<file path="src/rtl/alu_op_scheduler_if.sv">
// Request/response and ALU-side signal bundle for alu_op_scheduler.
// Handshake: a requester raises ReqN_Valid with ReqN_Op and holds both stable until
// ReqN_Ready pulses for one cycle (transfer happens in that cycle); RspN_Valid is a
// one-cycle strobe with no backpressure, carrying RspN_Data and Rsp_Err.
interface alu_op_scheduler_if #(
  parameter int DATA_W = 8,
  parameter int SEL_W  = 3
);
  logic              Req0_Valid;
  logic [SEL_W-1:0]  Req0_Op;
  logic              Req0_Ready;
  logic              Rsp0_Valid;
  logic [DATA_W-1:0] Rsp0_Data;
  logic              Req1_Valid;
  logic [SEL_W-1:0]  Req1_Op;
  logic              Req1_Ready;
  logic              Rsp1_Valid;
  logic [DATA_W-1:0] Rsp1_Data;
  logic              Rsp_Err;
  logic [SEL_W-1:0]  Alu_Select;
  logic              Alu_Flag;
  logic [DATA_W-1:0] Alu_Result;
  logic              Busy;
  logic [1:0]        Dbg_State;

  modport master (
    output Req0_Valid, Req0_Op, Req1_Valid, Req1_Op, Alu_Result,
    input  Req0_Ready, Rsp0_Valid, Rsp0_Data, Req1_Ready, Rsp1_Valid, Rsp1_Data,
    input  Rsp_Err, Alu_Select, Alu_Flag, Busy, Dbg_State
  );

  modport slave (
    input  Req0_Valid, Req0_Op, Req1_Valid, Req1_Op, Alu_Result,
    output Req0_Ready, Rsp0_Valid, Rsp0_Data, Req1_Ready, Rsp1_Valid, Rsp1_Data,
    output Rsp_Err, Alu_Select, Alu_Flag, Busy, Dbg_State
  );
endinterface

</file>
<file path="src/rtl/alu_op_scheduler.sv">
// Two-requester scheduler for the shared ALU result mux: arbitrates, issues one op at a
// time, waits LAT cycles, returns the result. Define ALU_SCHED_FIXED_PRIO_EN for fixed priority.
module alu_op_scheduler #(
  parameter int DATA_W = 8,
  parameter int SEL_W  = 3,
  parameter int LAT    = 1
) (
  input logic Clk,
  input logic Reset,
  alu_op_scheduler_if.slave bus
);

  typedef enum logic [1:0] {IDLE = 2'd0, ISSUE = 2'd1, WAIT = 2'd2, RESP = 2'd3} state_t;

  localparam logic [SEL_W-1:0] FIRST_ILLEGAL = SEL_W'(4);
  localparam logic [3:0]       LAT_LOAD      = 4'(LAT);

  state_t           state;
  logic [3:0]       count;
  logic             winner_q;
  logic             req_any;
  logic             grant;
  logic             accept;
  logic [SEL_W-1:0] sel_in;

`ifndef ALU_SCHED_FIXED_PRIO_EN
  logic last_grant;
`endif

  assign req_any = bus.Req0_Valid | bus.Req1_Valid;

  // grant: 0 selects requester 0, 1 selects requester 1
  always_comb begin
`ifdef ALU_SCHED_FIXED_PRIO_EN
    grant = ~bus.Req0_Valid;
`else
    if (bus.Req0_Valid && bus.Req1_Valid) grant = ~last_grant;
    else                                  grant = bus.Req1_Valid;
`endif
  end

  assign accept         = (state == IDLE) && req_any && !Reset;
  assign sel_in         = grant ? bus.Req1_Op : bus.Req0_Op;
  assign bus.Req0_Ready = accept & ~grant;
  assign bus.Req1_Ready = accept & grant;
  assign bus.Dbg_State  = state;

  always_ff @(posedge Clk) begin
    if (Reset) begin
      state          <= IDLE;
      count          <= 4'd0;
      winner_q       <= 1'b0;
`ifndef ALU_SCHED_FIXED_PRIO_EN
      last_grant     <= 1'b1;
`endif
      bus.Alu_Select <= '0;
      bus.Alu_Flag   <= 1'b0;
      bus.Rsp0_Valid <= 1'b0;
      bus.Rsp1_Valid <= 1'b0;
      bus.Rsp0_Data  <= '0;
      bus.Rsp1_Data  <= '0;
      bus.Rsp_Err    <= 1'b0;
      bus.Busy       <= 1'b0;
    end else begin
      bus.Rsp0_Valid <= 1'b0;
      bus.Rsp1_Valid <= 1'b0;
      bus.Rsp_Err    <= 1'b0;
      bus.Alu_Flag   <= 1'b0;
      case (state)
        IDLE: begin
          if (req_any) begin
            winner_q <= grant;
`ifndef ALU_SCHED_FIXED_PRIO_EN
            last_grant <= grant;
`endif
            bus.Busy <= 1'b1;
            // illegal codes skip the ALU entirely and answer next cycle
            if (sel_in >= FIRST_ILLEGAL) begin
              state       <= RESP;
              bus.Rsp_Err <= 1'b1;
              if (grant) begin
                bus.Rsp1_Valid <= 1'b1;
                bus.Rsp1_Data  <= '0;
              end else begin
                bus.Rsp0_Valid <= 1'b1;
                bus.Rsp0_Data  <= '0;
              end
            end else begin
              state          <= ISSUE;
              bus.Alu_Select <= sel_in;
              bus.Alu_Flag   <= 1'b1;
            end
          end
        end
        ISSUE: begin
          state <= WAIT;
          count <= LAT_LOAD;
        end
        WAIT: begin
          if (count <= 4'd1) begin
            state <= RESP;
            if (winner_q) begin
              bus.Rsp1_Valid <= 1'b1;
              bus.Rsp1_Data  <= bus.Alu_Result;
            end else begin
              bus.Rsp0_Valid <= 1'b1;
              bus.Rsp0_Data  <= bus.Alu_Result;
            end
          end else begin
            count <= count - 4'd1;
          end
        end
        RESP: begin
          state          <= IDLE;
          bus.Busy       <= 1'b0;
          bus.Alu_Select <= '0;
        end
        default: state <= IDLE;
      endcase
    end
  end

endmodule

</file>
<file path="src/flat_wrapper.sv">
// flat-port wrapper written by rule: the top's interface ports become plain ports
module alu_op_scheduler_flat 
#(
  parameter int DATA_W = 8,
  parameter int SEL_W  = 3,
  parameter int LAT    = 1
)
  (Clk, Reset, bus_Req0_Valid, bus_Req0_Op, bus_Req1_Valid, bus_Req1_Op, bus_Alu_Result, bus_Req0_Ready, bus_Rsp0_Valid, bus_Rsp0_Data, bus_Req1_Ready, bus_Rsp1_Valid, bus_Rsp1_Data, bus_Rsp_Err, bus_Alu_Select, bus_Alu_Flag, bus_Busy, bus_Dbg_State);
  alu_op_scheduler_if #(.DATA_W(DATA_W), .SEL_W(SEL_W)) bus_i ();
  input logic Clk;
  input logic Reset;
  input wire logic [$bits(bus_i.Req0_Valid)-1:0] bus_Req0_Valid;
  input wire logic [$bits(bus_i.Req0_Op)-1:0] bus_Req0_Op;
  input wire logic [$bits(bus_i.Req1_Valid)-1:0] bus_Req1_Valid;
  input wire logic [$bits(bus_i.Req1_Op)-1:0] bus_Req1_Op;
  input wire logic [$bits(bus_i.Alu_Result)-1:0] bus_Alu_Result;
  output wire logic [$bits(bus_i.Req0_Ready)-1:0] bus_Req0_Ready;
  output wire logic [$bits(bus_i.Rsp0_Valid)-1:0] bus_Rsp0_Valid;
  output wire logic [$bits(bus_i.Rsp0_Data)-1:0] bus_Rsp0_Data;
  output wire logic [$bits(bus_i.Req1_Ready)-1:0] bus_Req1_Ready;
  output wire logic [$bits(bus_i.Rsp1_Valid)-1:0] bus_Rsp1_Valid;
  output wire logic [$bits(bus_i.Rsp1_Data)-1:0] bus_Rsp1_Data;
  output wire logic [$bits(bus_i.Rsp_Err)-1:0] bus_Rsp_Err;
  output wire logic [$bits(bus_i.Alu_Select)-1:0] bus_Alu_Select;
  output wire logic [$bits(bus_i.Alu_Flag)-1:0] bus_Alu_Flag;
  output wire logic [$bits(bus_i.Busy)-1:0] bus_Busy;
  output wire logic [$bits(bus_i.Dbg_State)-1:0] bus_Dbg_State;
  assign bus_i.Req0_Valid = bus_Req0_Valid;
  assign bus_i.Req0_Op = bus_Req0_Op;
  assign bus_i.Req1_Valid = bus_Req1_Valid;
  assign bus_i.Req1_Op = bus_Req1_Op;
  assign bus_i.Alu_Result = bus_Alu_Result;
  assign bus_Req0_Ready = bus_i.Req0_Ready;
  assign bus_Rsp0_Valid = bus_i.Rsp0_Valid;
  assign bus_Rsp0_Data = bus_i.Rsp0_Data;
  assign bus_Req1_Ready = bus_i.Req1_Ready;
  assign bus_Rsp1_Valid = bus_i.Rsp1_Valid;
  assign bus_Rsp1_Data = bus_i.Rsp1_Data;
  assign bus_Rsp_Err = bus_i.Rsp_Err;
  assign bus_Alu_Select = bus_i.Alu_Select;
  assign bus_Alu_Flag = bus_i.Alu_Flag;
  assign bus_Busy = bus_i.Busy;
  assign bus_Dbg_State = bus_i.Dbg_State;
  alu_op_scheduler #(.DATA_W(DATA_W), .SEL_W(SEL_W), .LAT(LAT)) u_core (.Clk(Clk), .Reset(Reset), .bus(bus_i));
endmodule
</file>
<file path="config.mk">
export PLATFORM = sky130hd
export DESIGN_NAME = alu_op_scheduler_flat
export DESIGN_NICKNAME = d
export VERILOG_FILES = /design/src/rtl/alu_op_scheduler_if.sv /design/src/rtl/alu_op_scheduler.sv /design/src/flat_wrapper.sv
export SDC_FILE = /design/constraint.sdc
export NUM_CORES = 1
export LEC_CHECK = 0
export CORE_AREA = 2 2 59 61
export CTS_BUF_LIST = sky130_fd_sc_hd__clkbuf_16
export DETAILED_ROUTE_END_ITERATION = 6
export DIE_AREA = 0 0 61 63
export PLACE_DENSITY = 0.8
export SLEW_MARGIN = 20
export SYNTH_ARGS = -nofsm -noshare
export SYNTH_HDL_FRONTEND = slang
export SYNTH_SLANG_ARGS = --single-unit
</file>
<file path="constraint.sdc">
create_clock -name Clk -period 2.6 [get_ports Clk]
set_input_delay 0.78 -clock Clk [delete_from_list [all_inputs] [get_ports Clk]]
set_output_delay 0.78 -clock Clk [all_outputs]
set_load 0.01 [all_outputs]
</file>
Word-level counts from Yosys, hierarchy flattened
Index checks and enable logic that the tools add are counted.
{ "totals": {"wordCells": 89, "romBits": 0, "output_inout_bits": 28, "regBits": 32, "memories": 0, "ram_bits": 0, "latchBits": 0} }
{ "op_classes": {"div": 0, "eq_ne": 12, "addsub": 1, "mux": 39, "reduce_logical": 16, "n_mul": 0, "n_bitwise": 7, "order_cmp": 2, "n_shift": 0} }
{ "op_table": {"columns": ["operator", "count"], "rows": [
  ["$mux 8", 10],
  ["$pmux 8 s2", 2],
  ["$mux 1", 14],
  ["$reduce_and 6->1", 2],
  ["$ne 2x2->1 const B", 5],
  ["$mux 3", 3],
  ["$ne 2x1->1 const B", 4],
  ["$pmux 2 s4", 1],
  ["$pmux 4 s2", 1],
  ["$reduce_and 2->1", 4],
  ["$mux 2", 3],
  ["$pmux 1 s2", 3],
  ["$pmux 3 s2", 1],
  ["$reduce_bool 2->1", 3],
  ["$eq 2x2->1 const B", 2],
  ["$le 4x1->1 const B", 1],
  ["$mux 4", 1],
  ["$not 1->1", 4],
  ["$sub 4x1->4 const B", 1],
  ["$ge 3x3->1 const B", 1],
  ["$logic_and 1x1->1", 3],
  ["$reduce_and 3->1", 1],
  ["$reduce_or 3->1", 1],
  ["$and 1x1->1", 2],
  ["4 further kinds", 4]
]} }

Logic depth before layout (Yosys ltp)
Gate-level depths: netlist of the first run.
{ "depth": {"word_depth": 7, "mapped_depth": 9, "depth_no_buf": 7} }

Worst setup path before layout of the first run
OpenSTA, ideal clock, no wires.
{ "synth_path": {"kind": "register -> output", "startpoint": "register u_core.state[0], in the netlist u_core.bus.Dbg_State[0]", "endpoint": "output port bus_Req0_Ready", "t_arrival_ps": 1331, "n_path_buf": 2, "setup_slack_ps": 489, "t_required_ps": 1820, "stages_incl_launch_ff": 7, "path_cell_list": "dfxtp_1 inv_1 ha_1 buf_4 clkbuf_1 nand3b_1 nor2_1"} }
{ "synth_via": {"elab_chain_cells": 4} }
{ "synth_rtl": {"columns": ["element", "line_no", "rtl"], "rows": [
  ["from (decl)", "alu_op_scheduler.sv:18", "state_t state;"],
  ["from (signal assigned)", "alu_op_scheduler.sv:50", "state <= IDLE;"],
  ["from (signal assigned)", "alu_op_scheduler.sv:79", "state <= RESP;"],
  ["from (signal assigned)", "alu_op_scheduler.sv:89", "state <= ISSUE;"],
  ["$logic_not 2->1", "alu_op_scheduler.sv:42", "assign accept = (state == IDLE) && req_any && !Reset;"],
  ["$logic_and 1x1->1 (2 in series)", "alu_op_scheduler.sv:42", null],
  ["$and 1x1->1", "alu_op_scheduler.sv:44", "assign bus.Req0_Ready = accept & ~grant;"],
  ["to (decl)", "flat_wrapper.sv:17", "output wire logic [$bits(bus_i.Req0_Ready)-1:0] bus_Req0_Ready;"]
]} }
No other way between the ends.

Final worst setup path of the first run
{ "layout_path": {"startpoint": "input port Reset", "endpoint": "output port bus_Req1_Ready"} }
{ "layout_via": {"elab_chain_cells": 3} }
{ "layout_rtl": {"columns": ["element", "line_no", "rtl"], "rows": [
  ["from (decl)", "flat_wrapper.sv:11", "input logic Reset;"],
  ["$logic_not 1->1", "alu_op_scheduler.sv:42", null],
  ["$logic_and 1x1->1", "alu_op_scheduler.sv:42", null],
  ["$and 1x1->1", "alu_op_scheduler.sv:45", "assign bus.Req1_Ready = accept & grant;"],
  ["to (decl)", "flat_wrapper.sv:20", "output wire logic [$bits(bus_i.Req1_Ready)-1:0] bus_Req1_Ready;"]
]} }
No other way between the ends.

==> results.md, run 1 <==
- Area of the die: 3840 µm²
- Final Skew: 0.00283 ns
- FF+latch count, synth: 32
- P_int: 0.00146 W
- Core Region: 3230 µm²
- # IOs: 46
- Rel. slew slack: 0.740
- Worst-case clock buffer depth: 2
- Seq/Total Area, Yosys: 0.427
- # rows: 21
- # Post-CTS Setup Buffers: 0
- CP Capture Type: output pin
- Clock Latency Late Sink: 0.27 ns
- Most frequent cells in the layout: clkdlybuf4s50_1 (41), dfxtp_1 (32), nor2_1 (17)
- Final hold slack: 0.460 ns
- Starting DRC count in detailed routing: 50
- Worst EP required: 1.82 ns
- Top-area cell type share of the netlist area: 0.427
- Via density: 5.29
- Antenna diodes: 0
- Total power per unit cell area: 1010 nW/µm²
- Global-route wire length before repair: 6240 µm
- Final net count: 249
- Final Cycle Share: 0.967
- Final Max Tran Viols: 0
- Remaining DRCs: 0
- Initial Util: 0.465
- DR WL/cell: 13.9 µm
- Setup WS pre-CTS: -0.440 ns
- CP Max Fanout: 3
- GRT overflow: 0
- Routed wire length: 3790 µm
- # hold bufs at CTS: 0
- Die height: 63 µm
- Final setup vio count: 0
- Final Critical Period: 2.51 ns
- Outcome: finished, final reports clean
- Largest area contributor in the netlist: dfxtp_1
- Initial antenna violation count: 0
- Share of cells above drive strength 1: 0.142
- H-Tree Depth: 2
- Sw Ratio: 0.345
- Area grow syn2layout: 47.2%
- Post-Syn Area: 1500 µm²
- Leading cell types by total area after synthesis: dfxtp_1 (43%), mux2i_1 (8.0%), nand3_1 (5.3%)
- Async set-reset flop share out of synthesis: 0
- Post-synth EDFFs: 0
- DR vias: 1438
- Sequential fraction of design power: 0.284
- Gate power share: 0.422
- Setup CP Type: in -> out
- Slew @ Worst Pin: 0.390 ns
- Max cap viols: 0
- Hold Path Class: reg -> reg
- Root buf cell: clkbuf_16
- # clock sinks: 32
- Peak VDD IR: 0.000769 V
- Routability Congestion: 0.840
- Mapped Nets: 191
- Clk pin slew, worst setup/hold paths: 0.05 ns
- Mapped Cells: 167
- Most used DFF post-synth: dfxtp_1
- Commonest non-fill, non-tap cell in the layout: clkdlybuf4s50_1
- Fmax: 398 MHz
- Worst setup SP type: input port
- Yosys warns: 0
- Largest net degree at the start of global routing: 28
- Total net switching power: 0.000770 W
- Drt pass-1 iters: 5
- Clock network power share: 0.293
- RSZ-0062 raised after global routing: false
- # fillers: 276
- Final hold violation count: 0
- P_leak: 0.895 nW
- Port Buffers: 45
- CTS tree: done
- Worst setup margin: 0.0856 ns
- Avg Inst Size Synth: 8.99 µm²
- TritonCTS buffer count: 5
- Vias in the first global route: 1410
- Antenna Nets Post-Route: 0
- Total GRT Usage: 0.213
- Die width: 61 µm
- Worst EP arrival: 1.73 ns
- Post-DP HPWL: 2840 µm
- Synth unique cells: 40
-- power groups by stage --
stage / logic (W) / clock network (W) / registers, W
final: 0.000943 / 0.000655 / 0.000634
after global routing: 0.00104 / 0.000687 / 0.000645
after CTS: 0.000943 / 0.000665 / 0.000636
after detailed placement: 0.000944 / 0 / 0.000644
after global placement: 0.000913 / 0 / 0.000638
after floorplan: 0.000621 / 0 / 0.000665
-- cells in the mapped netlist (all sizes together) (2+ instances only) --
library cell	n
dfxtp	32
nand3	17
nor2	17
nand2	16
mux2i	12
a21oi	9
o21ai	9
inv	7
ha	6
buf	5
nor2b	4
clkbuf	3
a221o	2
nand2b	2
nand3b	2
nor3	2
nor3b	2
o32ai	2
or3	2
-- state kept, by name, summed over array words and instances (netlist names) --
| name | flops |
|---|---|
| u_core.bus.Rsp1_Data | 8 |
| u_core.bus.Alu_Select | 3 |
| u_core.bus.Alu_Flag | 1 |
| u_core.bus.Busy | 1 |
| u_core.bus.Rsp0_Valid | 1 |
| u_core.bus.Rsp1_Valid | 1 |
| u_core.bus.Rsp_Err | 1 |
| u_core.bus.Rsp0_Data | 8 |
| u_core.bus.Dbg_State | 2 |
| u_core.winner_q | 1 |
| u_core.count | 4 |
| u_core.last_grant | 1 |
-- path summary, 6_finish.rpt --
path,startpoint,end,slack [ns],depth (start not counted)
max reg2reg,u_core.bus.Dbg_State[0]$_SDFFE_PP0P_,u_core.bus.Rsp0_Data[4]$_SDFFE_PP0P_,0.60,8
min reg2reg,u_core.bus.Rsp0_Data[3]$_SDFFE_PP0P_,u_core.bus.Rsp0_Data[3]$_SDFFE_PP0P_,0.46,2
min,u_core.bus.Rsp0_Data[3]$_SDFFE_PP0P_,u_core.bus.Rsp0_Data[3]$_SDFFE_PP0P_,0.46,2
max,Reset,bus_Req1_Ready,0.09,5
-- routing by layer --
| metal | share of wire | vias to the layer above | GRT usage | routed length, µm |
|---|---|---|---|---|
| li1 | - | 703 | - | - |
| met1 | 0.42 | 681 | 0.259 | 1580 |
| met2 | 0.51 | 47 | 0.344 | 1930 |
| met3 | 0.058 | 7 | 0.0600 | 219 |
| met4 | 0.015 | 0 | 0.0897 | 57 |
| met5 | 0 | - | 0 | 0 |
-- logic make-up after synthesis --
family / after synthesis / share of synthesized area
multiplexers: 12 / 0.0800
AO/OA/AOI/OAI: 32 / 0.155
buffers and inverters: 16 / 0.0617
flip-flops: 32 / 0.427
AND/OR/NAND/NOR: 69 / 0.227
adder cells (fa/ha/maj): 6 / 0.0500
-- per-stage QoR --
stage	power (W)	setup TNS [ns]	util	cell area, µm²	std cells
detailed placement	0.00159	-1.38	0.636	2060	264
floorplan	0.00129	0	-	1500	167
global placement	0.00155	-0.953	0.636	2060	264
CTS	0.00224	0	0.684	2210	272
finish	0.00223	0	0.684	2210	272
global route	0.00237	0	0.684	2210	272
-- worst max-delay path, stage by stage --
cell	delay, ns
clkdlybuf4s50_1	0.43
inv_2	0.07
nand3b_1	0.13
nor2_1	0.16
buf_2	0.15
-- area by class of cell --
cell class	count	area, µm²	area share
multi-input combinational	119	768	0.347
inverter	7	26.3	0.0119
tap	46	57.6	0.0260
timing repair buffer	60	551	0.249
sequential	32	641	0.290
clock buffer	5	125	0.0566
clock inverter	3	42.5	0.0192
-- repair_timing --
item / 4_1_cts / 5_1_grt
gates resized for setup: 10 / 0
hold endpoints to repair: 0 / 0
setup endpoints to repair: 2 / 0
(Power assumes the default switching activity.)
==> inputs of run 2 (changes only) <==
--- a/config.mk
+++ b/config.mk
@@ -10,7 +10,7 @@
 export DETAILED_ROUTE_END_ITERATION = 6
 export DIE_AREA = 0 0 61 63
 export PLACE_DENSITY = 0.8
-export SLEW_MARGIN = 20
+export SLEW_MARGIN = 25
 export SYNTH_ARGS = -nofsm -noshare
 export SYNTH_HDL_FRONTEND = slang
 export SYNTH_SLANG_ARGS = --single-unit
==> results of run 2 <==
No change in the layout: final DEF, timing and power equal those of run 1.
==> inputs of run 3 (changes only) <==
--- a/config.mk
+++ b/config.mk
@@ -7,6 +7,7 @@
 export LEC_CHECK = 0
 export CORE_AREA = 2 2 59 61
 export CTS_BUF_LIST = sky130_fd_sc_hd__clkbuf_16
+export CTS_CLUSTER_SIZE = 24
 export DETAILED_ROUTE_END_ITERATION = 6
 export DIE_AREA = 0 0 61 63
 export PLACE_DENSITY = 0.8
==> results of run 3 <==
No change in the layout: final DEF, timing and power equal those of run 1.
